==> config.mk <==
export PLATFORM = sky130hd
export DESIGN_NAME = mult_arbiter_flat
export DESIGN_NICKNAME = d
export VERILOG_FILES = /design/src/rtl/mult_arbiter_if.sv /design/src/rtl/mult_arbiter.sv /design/src/flat_wrapper.sv
export SDC_FILE = /design/constraint.sdc
export NUM_CORES = 1
export LEC_CHECK = 0
export BUFFER_PORTS_ARGS = -buffer_cell sky130_fd_sc_hd__buf_2
export CORE_UTILIZATION = 50
export CTS_CLUSTER_DIAMETER = 120
export DETAILED_ROUTE_END_ITERATION = 8
export GPL_TIMING_DRIVEN = 1
export PLACE_DENSITY = 0.84
export SLEW_MARGIN = 25
export SYNTH_ARGS = -nofsm -noshare
export SYNTH_HDL_FRONTEND = slang
export SYNTH_SLANG_ARGS = --single-unit
==> constraint.sdc <==
create_clock -name clk -period 2.8 [get_ports clk]
set_clock_uncertainty 0.15 [all_clocks]
set_input_delay 0.28 -clock clk [delete_from_list [all_inputs] [get_ports clk]]
set_output_delay 0.28 -clock clk [all_outputs]
set_load 0.03 [all_outputs]
==> src/rtl/mult_arbiter_if.sv <==
// Bus bundle for mult_arbiter: requester ports, response port and multiplier port.
// slave = arbiter side, master = environment side.
interface mult_arbiter_if #(
  parameter int NREQ  = 4,
  parameter int WIDTH = 8
);
  localparam int IDW = $clog2(NREQ);

  logic [NREQ-1:0]       req_valid;
  logic [NREQ*WIDTH-1:0] req_a;
  logic [NREQ*WIDTH-1:0] req_b;
  logic [NREQ-1:0]       req_ready;

  logic                  resp_valid;
  logic [IDW-1:0]        resp_id;
  logic [2*WIDTH-1:0]    resp_product;
  logic                  resp_err;
  logic                  resp_ready;

  logic                  mult_ld;
  logic [WIDTH-1:0]      mult_a;
  logic [WIDTH-1:0]      mult_b;
  logic                  mult_ready;
  logic                  mult_done;
  logic [2*WIDTH-1:0]    mult_product;

  modport slave (
    input  req_valid, req_a, req_b, resp_ready, mult_ready, mult_done, mult_product,
    output req_ready, resp_valid, resp_id, resp_product, resp_err, mult_ld, mult_a, mult_b
  );

  modport master (
    output req_valid, req_a, req_b, resp_ready, mult_ready, mult_done, mult_product,
    input  req_ready, resp_valid, resp_id, resp_product, resp_err, mult_ld, mult_a, mult_b
  );
endinterface

==> src/rtl/mult_arbiter.sv <==
// Round-robin arbiter sharing one external multiplier among NREQ requesters,
// with a BUSY-cycle watchdog that returns an error response on timeout.
module mult_arbiter #(
  parameter int NREQ    = 4,
  parameter int WIDTH   = 8,
  parameter int TIMEOUT = 2*WIDTH+4
) (
  input  logic           clk,
  input  logic           reset,
  mult_arbiter_if.slave  bus
);
  localparam int IDW = $clog2(NREQ);
  localparam int CW  = $clog2(TIMEOUT+1);

  typedef enum logic [1:0] {S_IDLE, S_LOAD, S_BUSY, S_RESP} state_t;

  state_t             r_state, w_next;
  logic [IDW-1:0]     r_last, r_id;
  logic [WIDTH-1:0]   r_a, r_b;
  logic [CW-1:0]      r_cnt;
  logic [2*WIDTH-1:0] r_prod;
  logic               r_err;

  logic               w_found, w_grant, w_tmo;
  logic [IDW-1:0]     w_gnt_id;
  logic [WIDTH-1:0]   w_sel_a, w_sel_b;

  // First pass takes indices above last_grant, second pass wraps to the rest.
  always_comb begin
    w_found  = 1'b0;
    w_gnt_id = '0;
    w_sel_a  = '0;
    w_sel_b  = '0;
    for (int i = 0; i < NREQ; i++)
      if (!w_found && bus.req_valid[i] && i > int'(r_last)) begin
        w_found  = 1'b1;
        w_gnt_id = IDW'(i);
        w_sel_a  = bus.req_a[i*WIDTH +: WIDTH];
        w_sel_b  = bus.req_b[i*WIDTH +: WIDTH];
      end
    for (int i = 0; i < NREQ; i++)
      if (!w_found && bus.req_valid[i] && i <= int'(r_last)) begin
        w_found  = 1'b1;
        w_gnt_id = IDW'(i);
        w_sel_a  = bus.req_a[i*WIDTH +: WIDTH];
        w_sel_b  = bus.req_b[i*WIDTH +: WIDTH];
      end
  end

  assign w_grant = (r_state == S_IDLE) && w_found && bus.mult_ready && !reset;
  assign w_tmo   = (r_cnt == CW'(TIMEOUT));

  always_ff @(posedge clk) begin
    if (reset) r_state <= S_IDLE;
    else       r_state <= w_next;
  end

  always_comb begin
    w_next = r_state;
    case (r_state)
      S_IDLE: if (w_grant) w_next = S_LOAD;
      S_LOAD: w_next = S_BUSY;
      S_BUSY: if (bus.mult_done || w_tmo) w_next = S_RESP;
      S_RESP: if (bus.resp_ready) w_next = S_IDLE;
      default: w_next = S_IDLE;
    endcase
  end

  always_comb begin
    bus.req_ready  = w_grant ? (NREQ'(1) << w_gnt_id) : '0;
    bus.mult_ld    = (r_state == S_LOAD);
    bus.resp_valid = (r_state == S_RESP);
  end

  always_ff @(posedge clk) begin
    if (reset) begin
      r_last <= IDW'(NREQ-1);
      r_id   <= '0;
      r_a    <= '0;
      r_b    <= '0;
      r_cnt  <= '0;
      r_prod <= '0;
      r_err  <= 1'b0;
    end else begin
      if (w_grant) begin
        r_last <= w_gnt_id;
        r_id   <= w_gnt_id;
        r_a    <= w_sel_a;
        r_b    <= w_sel_b;
      end
      case (r_state)
        S_LOAD: r_cnt <= CW'(1);
        S_BUSY: begin
          // A completion in the timeout cycle still counts as success.
          if (bus.mult_done) begin
            r_prod <= bus.mult_product;
            r_err  <= 1'b0;
            r_cnt  <= '0;
          end else if (w_tmo) begin
            r_prod <= '0;
            r_err  <= 1'b1;
            r_cnt  <= '0;
          end else begin
            r_cnt  <= r_cnt + CW'(1);
          end
        end
        default: ;
      endcase
    end
  end

  assign bus.resp_id      = r_id;
  assign bus.resp_product = r_prod;
  assign bus.resp_err     = r_err;
  assign bus.mult_a       = r_a;
  assign bus.mult_b       = r_b;
endmodule

==> src/flat_wrapper.sv <==
// flat-port wrapper written by rule: the top's interface ports become plain ports
module mult_arbiter_flat 
#(
  parameter int NREQ    = 4,
  parameter int WIDTH   = 8,
  parameter int TIMEOUT = 2*WIDTH+4
)
  (clk, reset, bus_req_valid, bus_req_a, bus_req_b, bus_resp_ready, bus_mult_ready, bus_mult_done, bus_mult_product, bus_req_ready, bus_resp_valid, bus_resp_id, bus_resp_product, bus_resp_err, bus_mult_ld, bus_mult_a, bus_mult_b);
  mult_arbiter_if #(.NREQ(NREQ), .WIDTH(WIDTH)) bus_i ();
  input  logic clk;
  input  logic reset;
  input wire logic [$bits(bus_i.req_valid)-1:0] bus_req_valid;
  input wire logic [$bits(bus_i.req_a)-1:0] bus_req_a;
  input wire logic [$bits(bus_i.req_b)-1:0] bus_req_b;
  input wire logic [$bits(bus_i.resp_ready)-1:0] bus_resp_ready;
  input wire logic [$bits(bus_i.mult_ready)-1:0] bus_mult_ready;
  input wire logic [$bits(bus_i.mult_done)-1:0] bus_mult_done;
  input wire logic [$bits(bus_i.mult_product)-1:0] bus_mult_product;
  output wire logic [$bits(bus_i.req_ready)-1:0] bus_req_ready;
  output wire logic [$bits(bus_i.resp_valid)-1:0] bus_resp_valid;
  output wire logic [$bits(bus_i.resp_id)-1:0] bus_resp_id;
  output wire logic [$bits(bus_i.resp_product)-1:0] bus_resp_product;
  output wire logic [$bits(bus_i.resp_err)-1:0] bus_resp_err;
  output wire logic [$bits(bus_i.mult_ld)-1:0] bus_mult_ld;
  output wire logic [$bits(bus_i.mult_a)-1:0] bus_mult_a;
  output wire logic [$bits(bus_i.mult_b)-1:0] bus_mult_b;
  assign bus_i.req_valid = bus_req_valid;
  assign bus_i.req_a = bus_req_a;
  assign bus_i.req_b = bus_req_b;
  assign bus_i.resp_ready = bus_resp_ready;
  assign bus_i.mult_ready = bus_mult_ready;
  assign bus_i.mult_done = bus_mult_done;
  assign bus_i.mult_product = bus_mult_product;
  assign bus_req_ready = bus_i.req_ready;
  assign bus_resp_valid = bus_i.resp_valid;
  assign bus_resp_id = bus_i.resp_id;
  assign bus_resp_product = bus_i.resp_product;
  assign bus_resp_err = bus_i.resp_err;
  assign bus_mult_ld = bus_i.mult_ld;
  assign bus_mult_a = bus_i.mult_a;
  assign bus_mult_b = bus_i.mult_b;
  mult_arbiter #(.NREQ(NREQ), .WIDTH(WIDTH), .TIMEOUT(TIMEOUT)) u_core (.clk(clk), .reset(reset), .bus(bus_i));
endmodule
# Yosys cells after proc, flatten, opt, wreduce, memory -nomap -nowiden
# Cells that the tools add are included.
# classes
add_sub_neg,1
order_cmp,6
eq_ne,7
shifts,1
muxes,40
reduce_logical,28
# ops
operator,count
$mux 8,14
$mux 16,2
$mux 2,9
$logic_and 1x1->1,15
$mux 1,10
$mux 5,2
$pmux 5 s2,1
$pmux 2 s4,1
$logic_not 1->1,7
$add 5x1->5 const B,1
$eq 5x5->1 const B,1
$eq 2x2->1 const B,2
$gt 2x2->1 const A,2
$le 2x2->1 const A,2
$mux 4,1
$ne 2x1->1 const B,2
$reduce_bool 2->1,2
$shl 1x2->4 const A,1
$reduce_and 3->1,1
$eq 2x1->1 const B,1
$gt 1x2->1 const A,1
$le 1x2->1 const A,1
$logic_not 2->1,1
$ne 2x2->1 const B,1
2 further kinds,2
# word_totals
ff_bits,44
output_inout_bits,41

# Longest topological paths before layout
# Gate-level depths: netlist of the first run.
# logic_depth
word_depth,31
ltp_mapped,8
mapped_depth_nobuf,7

# Worst setup path before layout of the first run
# No wires, ideal clock.
# synth_path
path_type,register to output
start,reg u_core.r_last[1]
end,out bus_req_ready[0]
arrival_time_ps,2128
required_time_ps,2370
setup_slack_ps,242
path_stages_with_launch,6
cell_sequence,dfxtp_1 buf_2 buf_2 buf_1 nor2_1 nor4_1
# synth_via
elab_chain_len,30
elab_cells_between_ends,43
classes_between,order compare: 6; shift: 1; mux: 15; reduce/logical: 21
# synth_rtl
item,line,source
from (decl),mult_arbiter.sv:18,"logic [IDW-1:0] r_last, r_id;"
from (signal assigned),mult_arbiter.sv:77,r_last <= IDW'(NREQ-1);
from (signal assigned),mult_arbiter.sv:86,r_last <= w_gnt_id;
$gt 1x2->1,mult_arbiter.sv:35,if (!w_found && bus.req_valid[i] && i > int'(r_last)) begin
$logic_and 1x1->1,mult_arbiter.sv:35,
$mux 1,mult_arbiter.sv:35,
$logic_not 1->1,mult_arbiter.sv:35,
$logic_and 1x1->1 (2 in a row),mult_arbiter.sv:35,
$mux 1,mult_arbiter.sv:35,
$logic_not 1->1,mult_arbiter.sv:35,
$logic_and 1x1->1 (2 in a row),mult_arbiter.sv:35,
(+8 left out),--,
$logic_not 1->1,mult_arbiter.sv:42,if (!w_found && bus.req_valid[i] && i <= int'(r_last)) begin
$logic_and 1x1->1 (2 in a row),mult_arbiter.sv:42,
$mux 1,mult_arbiter.sv:42,
$logic_not 1->1,mult_arbiter.sv:42,
$logic_and 1x1->1 (2 in a row),mult_arbiter.sv:42,
$mux 1,mult_arbiter.sv:42,
$logic_and 1x1->1 (3 in a row),mult_arbiter.sv:50,assign w_grant = (r_state == S_IDLE) && w_found && bus.mult_ready && !reset;
$mux 4 *,mult_arbiter.sv:70,bus.req_ready = w_grant ? (NREQ'(1) << w_gnt_id) : '0;
to (decl),flat_wrapper.sv:19,output wire logic [$bits(bus_i.req_ready)-1:0] bus_req_ready;
# Every way passes the cells marked *; elsewhere a longest branch is shown, timed or not.

# Worst setup path after layout of the first run
# layout_path
start,reg u_core.r_last[0]
end,out bus_req_ready[0]
# Same word-level chain as after synthesis.

==> flow_metrics.env, run 1 <==
export IMPL_clkPwrFrac=0.194
export IMPL_status="finished, final reports clean"
export IMPL_ys_flop_type="dfxtp_1"
export IMPL_postRouteAntennaNets=0
export IMPL_cts_resized=0
export IMPL_avgRoutedWirePerCell_um=16.28
export IMPL_synthesis_nets=448
export IMPL_antenna_found_initial=0
export IMPL_place_congestion=0.9236
export IMPL_cts_max_path_buffers=2
export IMPL_synth_edf_count=0
export IMPL_drv_cap=0
export IMPL_finalSetupViolCount=0
export IMPL_drv_slew=0
export IMPL_syn2layout_area_growth_pct=28.24
export IMPL_synth_seq_cells=44
export IMPL_drive_above_1_share=0.3333
export IMPL_die_h_um=76.54
export IMPL_slew_limit_headroom=0.3803
export IMPL_gr_total_overflow=0
export IMPL_cts_made_buffers=5
export IMPL_post_route_period_util=0.9099
export IMPL_grt_max_degree=27
export IMPL_combinationalPowerShare=0.482
export IMPL_arrival_ns=2.12
export IMPL_core_sq_mm=0.005238
export IMPL_diodes=0
export IMPL_slowest_delay_ns=0.52
export IMPL_seq_area_sq_um=880.8
export IMPL_yosysUniqueCellTypes=49
export IMPL_placed_area_sq_mm=0.003446
export IMPL_crit_path_cell_trace="or3b_4 > a311oi_4 > buf_4 > nor4_1 > buf_2"
export IMPL_synth_area_sq_mm=0.002778
export IMPL_h_tree_depth=2
export IMPL_crit_slowest_cell="dfxtp_1"
export IMPL_p_leak_nw=1.639
export IMPL_fill_cells=448
export IMPL_criticalPathCategory="reg2out"
export IMPL_cts_root_buf="clkbuf_8"
export IMPL_insertion_delay_ns=0.30
export IMPL_design_area_sq_mm=0.003562
export IMPL_ys_warnings_count=0
export IMPL_grt_pass1_vias=3031
export IMPL_cpLargestDelayFamily="flip-flops"
export IMPL_place_ws_ns=0.3934
export IMPL_endpoint_kind="output pin"
export IMPL_clock_fmax_mhz=392.5
export IMPL_min_period_ns=2.548
export IMPL_fin_nets=563
export IMPL_vias=3292
export IMPL_clk_pin_slew_worst_paths_ns=0.09
export IMPL_port_buffer_count=129
export IMPL_p_sw_frac=0.4345
export IMPL_syn_area_per_cell_sq_um=7.891
export IMPL_die_area_sq_mm=0.005858
export IMPL_p_int_mw=1.480
export IMPL_hold_slack_ns=0.08172
export IMPL_switching_power_mw=1.137
export IMPL_grt_pass1_wl_um=14020
export IMPL_dpl_hpwl_um=6346
export IMPL_yosysSeqAreaShare=0.3171
export IMPL_wl_um=8757
export IMPL_rows=26
export IMPL_async_flop_share=0
export IMPL_grt_use_total=0.2932
export IMPL_hold_class="in2reg"
export IMPL_worstMarginPinSlew_ns=0.9261
export IMPL_cts_tree="done"
export IMPL_drt_iter0_drc=278
export IMPL_start_kind="register"
export IMPL_rsz0062_at_grt="false"
export IMPL_path_max_fanout=17
export IMPL_drc=0
export IMPL_hold_violations=0
export IMPL_power_per_cell_area_mw_per_mm2=734.8
export IMPL_post_cts_buffers=0
export IMPL_initial_core_util=0.5303
export IMPL_cp_num_buf_inv=2
export IMPL_via_per_inst=6.119
export IMPL_cts_sinks=44
export IMPL_multi_input_area_sq_mm=0.001700
export IMPL_p_seq_frac=0.324
export IMPL_syn_inst=352
export IMPL_hold_buffers=0
export IMPL_final_setup_tns_ns=0
export IMPL_die_x_um=76.54
export IMPL_vdd_drop_max_uv=443.6
export IMPL_first_pass_iters=5
export IMPL_required_ns=2.37
export IMPL_io_pins=130
export IMPL_fin_ws_ns=0.2522
==> flip-flops by register name, indices dropped and copies added (netlist names) <==
name                     flops
u_core.bus.resp_id           2
u_core.r_cnt                 5
u_core.r_state               2
u_core.bus.mult_b            8
u_core.bus.mult_a            8
u_core.bus.resp_product     16
u_core.r_last                2
u_core.bus.resp_err          1
==> synth_stat cells (2+ instances only) <==
| library cell | n | share of area |
|---|---|---|
| a21o_1 | 20 | 0.054 |
| dfxtp_1 | 44 | 0.32 |
| a31o_2 | 3 | 0.0095 |
| mux2i_1 | 2 | 0.0072 |
| xor2_1 | 3 | 0.0095 |
| a2111oi_1 | 5 | 0.018 |
| buf_2 | 10 | 0.018 |
| nand4b_1 | 2 | 0.0063 |
| a21oi_1 | 22 | 0.040 |
| nand2_1 | 31 | 0.042 |
| a221o_1 | 2 | 0.0072 |
| a2111oi_0 | 8 | 0.025 |
| nand2b_1 | 6 | 0.014 |
| nand4_1 | 3 | 0.0068 |
| nor3_1 | 5 | 0.0090 |
| buf_4 | 3 | 0.0081 |
| o21ai_1 | 4 | 0.0072 |
| nor2_1 | 35 | 0.047 |
| a41oi_1 | 3 | 0.0095 |
| a22oi_1 | 28 | 0.076 |
| nor2b_1 | 2 | 0.0045 |
| and2_1 | 2 | 0.0045 |
| ha_1 | 7 | 0.032 |
| nor4_1 | 2 | 0.0045 |
| and4b_1 | 2 | 0.0072 |
| nand3_1 | 20 | 0.036 |
| inv_1 | 10 | 0.014 |
| o21ai_0 | 4 | 0.0072 |
| and3_1 | 2 | 0.0045 |
| clkbuf_1 | 18 | 0.024 |
| o22ai_1 | 12 | 0.027 |
| o221ai_1 | 15 | 0.047 |
==> worst min-delay path, stage by stage <==
cell and delay [ns]:
buf_2 0.08, a22oi_1 0.07, nor2_1 0.08
==> per-stage QoR <==
step | cells | utilization | power (mW)
6_report | 538 | 0.6801 | 2.618
5_1_grt | 538 | 0.6801 | 2.762
4_1_cts | 538 | 0.6801 | 2.605
3_5_place_dp | 530 | 0.6579 | 2.099
3_3_place_gp | 530 | 0.6579 | 2.069
2_1_floorplan | 352 | - | 1.761
==> kinds of logic (layout without fill, tap and decap cells) <==
family | Yosys count | after routing | share of synthesized area
xor gates and xnor gates | 3 | 3 | 0.009461
muxes | 2 | 2 | 0.007207
adders and majority gates | 7 | 7 | 0.03153
AOI/OAI and AO/OA | 136 | 136 | 0.3662
DFF | 44 | 44 | 0.3171
buffers and inverters | 44 | 160 | 0.07072
and+or+nand+nor | 116 | 116 | 0.1978
==> final timing paths <==
path	end	cells after the start	slack [ns]	startpoint
worst max-delay path	bus_req_ready[0]	5	0.25	u_core.r_last[0]
worst min-delay path	u_core.bus.resp_product[0]	3	0.08	bus_mult_product[0]
worst max register to register	u_core.bus.mult_b[3]	5	0.44	u_core.r_last[0]
worst min register to register	u_core.bus.resp_product[14]	2	0.35	u_core.bus.resp_product[14]
==> layout make-up <==
type	count	area share
flip-flops and latches	44	0.2473
clock buffers	5	0.01932
clock inverters	3	0.01335
inverters	11	0.01159
well taps	70	0.02459
repair buffers	141	0.2065
multi-input cells	264	0.4773
==> metal layers <==
metal  part of all wire  GRT usage
met4              0.019     0.1000
met1               0.44     0.3791
met5                  0          0
met3              0.077    0.05150
met2               0.47     0.4892
==> power groups by stage <==
stage | Clock [mW] | Combinational [mW] | Sequential, mW
6_report | 0.508 | 1.26 | 0.849
5_1_grt | 0.536 | 1.36 | 0.867
4_1_cts | 0.511 | 1.25 | 0.846
3_5_place_dp | 0 | 1.24 | 0.858
3_3_place_gp | 0 | 1.21 | 0.855
2_1_floorplan | 0 | 0.756 | 1.00
==> layout by cell type, fill, tap and decap left out, types with 3 or more instances in the layout <==
master / count
a2111oi_0: 8
a2111oi_1: 5
a21o_1: 20
a21oi_1: 22
a22oi_1: 28
a31o_2: 3
a41oi_1: 3
buf_2: 129
buf_4: 12
clkbuf_8: 5
dfxtp_1: 44
ha_1: 7
inv_1: 10
nand2_1: 31
nand2b_1: 6
nand3_1: 20
nand4_1: 3
nor2_1: 35
nor3_1: 5
o21ai_0: 4
o21ai_1: 4
o221ai_1: 15
o22ai_1: 12
xor2_1: 3
Power figures use the tool's default switching activity.
==> run 2: changes to the inputs <==
Settings changed: CORE_UTILIZATION 50 to 51, PLACE_DENSITY 0.84 to 0.86.
==> run 2 against run 1 <==
Effect of this change:
- flip-flop and latch count unchanged
- non-clock buffer count increased by 2
- highest routed layer unchanged
- critical path type unchanged
- worst hold slack got worse by 0.0033 ns
==> flow_metrics.env, run 2 (same netlist as run 1, synthesis figures left out) <==
export IMPL_clk_pin_slew_worst_paths_ns=0.09
export IMPL_via_per_inst=6.189
export IMPL_hold_class="in2reg"
export IMPL_die_x_um=75.80
export IMPL_hold_buffers=0
export IMPL_crit_path_cell_trace="or3b_4 > a311oi_4 > o21a_1 > buf_2"
export IMPL_vdd_drop_max_uv=424.8
export IMPL_die_area_sq_mm=0.005746
export IMPL_cts_sinks=44
export IMPL_r2r_slack_ns=0.37
export IMPL_avgRoutedWirePerCell_um=16.43
export IMPL_final_common_cell="buf_2"
export IMPL_power_per_cell_area_mw_per_mm2=734.3
export IMPL_timing_rr_start="u_core.r_last[1]"
export IMPL_post_route_period_util=0.8850
export IMPL_crit_slowest_cell="dfxtp_1"
export IMPL_grt_pass1_vias=2899
export IMPL_post_route_util=0.6913
export IMPL_insertion_delay_ns=0.29
export IMPL_start_kind="register"
export IMPL_path_max_fanout=11
export IMPL_post_cts_buffers=0
export IMPL_timing_rr_end="u_core.bus.mult_b[3]"
export IMPL_hold_path_end="u_core.bus.resp_product[2]"
export IMPL_grt_use_total=0.2982
export IMPL_drv_slew=0
export IMPL_gr_total_overflow=0
export IMPL_first_pass_iters=5
export IMPL_fill_cells=427
export IMPL_antenna_found_initial=0
export IMPL_rsz0062_at_grt="false"
export IMPL_drive_above_1_share=0.3362
export IMPL_place_congestion=0.9277
export IMPL_cts_root_buf="clkbuf_8"
export IMPL_mostFrequentLayoutCells="buf_2 (129), dfxtp_1 (44), nor2_1 (35)"
export IMPL_io_pins=130
export IMPL_drv_cap=0
export IMPL_worstHoldStart="bus_mult_product[2]"
export IMPL_cpLargestDelayFamily="compound AO/OA/AOI/OAI gates"
export IMPL_initial_core_util=0.5370
export IMPL_wl_um=8870
export IMPL_core_sq_mm=0.005172
export IMPL_slowest_delay_ns=0.53
export IMPL_port_buffer_count=129
export IMPL_die_h_um=75.80
export IMPL_cts_resized=0
export IMPL_arrival_ns=2.05
export IMPL_cts_tree="done"
export IMPL_worstMarginPinSlew_ns=0.9365
export IMPL_min_period_ns=2.478
export IMPL_cts_made_buffers=5
export IMPL_hold_violations=0
export IMPL_grt_pass1_wl_um=13090
export IMPL_grt_max_degree=26
export IMPL_required_ns=2.37
export IMPL_clock_fmax_mhz=403.6
export IMPL_final_setup_tns_ns=0
export IMPL_dpl_hpwl_um=6373
export IMPL_drt_iter0_drc=337
export IMPL_h_tree_depth=2
export IMPL_cp_num_buf_inv=1
export IMPL_fin_nets=565
export IMPL_cts_max_path_buffers=2
export IMPL_slew_limit_headroom=0.3733
export IMPL_vias=3342
export IMPL_syn2layout_area_growth_pct=28.74
export IMPL_criticalPathCategory="reg2out"
export IMPL_postRouteAntennaNets=0
export IMPL_endpoint_kind="output pin"
export IMPL_status="finished, final reports clean"
export IMPL_rr_worst_depth=5
export IMPL_largest_register_ffs=16
export IMPL_whs_path_depth=3
export IMPL_rows=26
export IMPL_p_leak_nw=1.645
export IMPL_diodes=0
export IMPL_finalSetupViolCount=0
export IMPL_drc=0
==> run 2: worst max-delay path by stage <==
stage	from	end	cells past startpoint
3_5_place_dp	u_core.r_last[1]	u_core.bus.mult_b[3]	5
6_report	u_core.r_last[0]	bus_req_ready[1]	4
2_1_floorplan	u_core.r_last[1]	bus_req_ready[0]	5
5_1_grt	u_core.r_state[0]	bus_req_ready[0]	7
4_1_cts	u_core.r_state[0]	bus_req_ready[0]	7
3_3_place_gp	u_core.r_last[1]	u_core.bus.mult_b[3]	5
==> run 2: area by class of cell <==
type                       count  area, sq um  share of cell area
inverter                      11        41.29             0.01155
multi-input combinational    264         1700              0.4755
timing repair buffer         143        750.7              0.2099
tap                           70        87.58             0.02449
clock buffer                   5        68.82             0.01924
clock inverter                 3        46.29             0.01295
sequential                    44        880.8              0.2463
==> run 2: per-stage QoR <==
step	hold WS (ns)	area (sq um)	power (mW)	setup slack, ns	cells
final	0.07841	3576	2.626	0.3220	540
after global routing	0.08056	3576	2.790	0.1574	540
after CTS	0.07714	3576	2.618	0.3019	540
after detailed placement	0.3214	3461	2.112	0.4564	532
after global placement	0.3157	3461	2.077	0.5360	532
after floorplan	0.2643	2778	1.761	0.2423	352
==> run 2: where the power goes <==
group	switching (mW)	internal, mW
combinational	0.801	0.475
clock	0.238	0.269
sequential	0.0970	0.747
==> run 2: tightest hold or removal path, stage by stage <==
cell	delay (ns)
buf_2	0.07
a22oi_1	0.06
nor2_1	0.07
==> run 2: routing by layer <==
metal	wire length [um]	global-route usage	part of all wire
met1	3665	0.3976	0.41
met2	4045	0.4621	0.46
met3	942	0.07804	0.11
met4	216	0.1111	0.024
met5	0	0	0
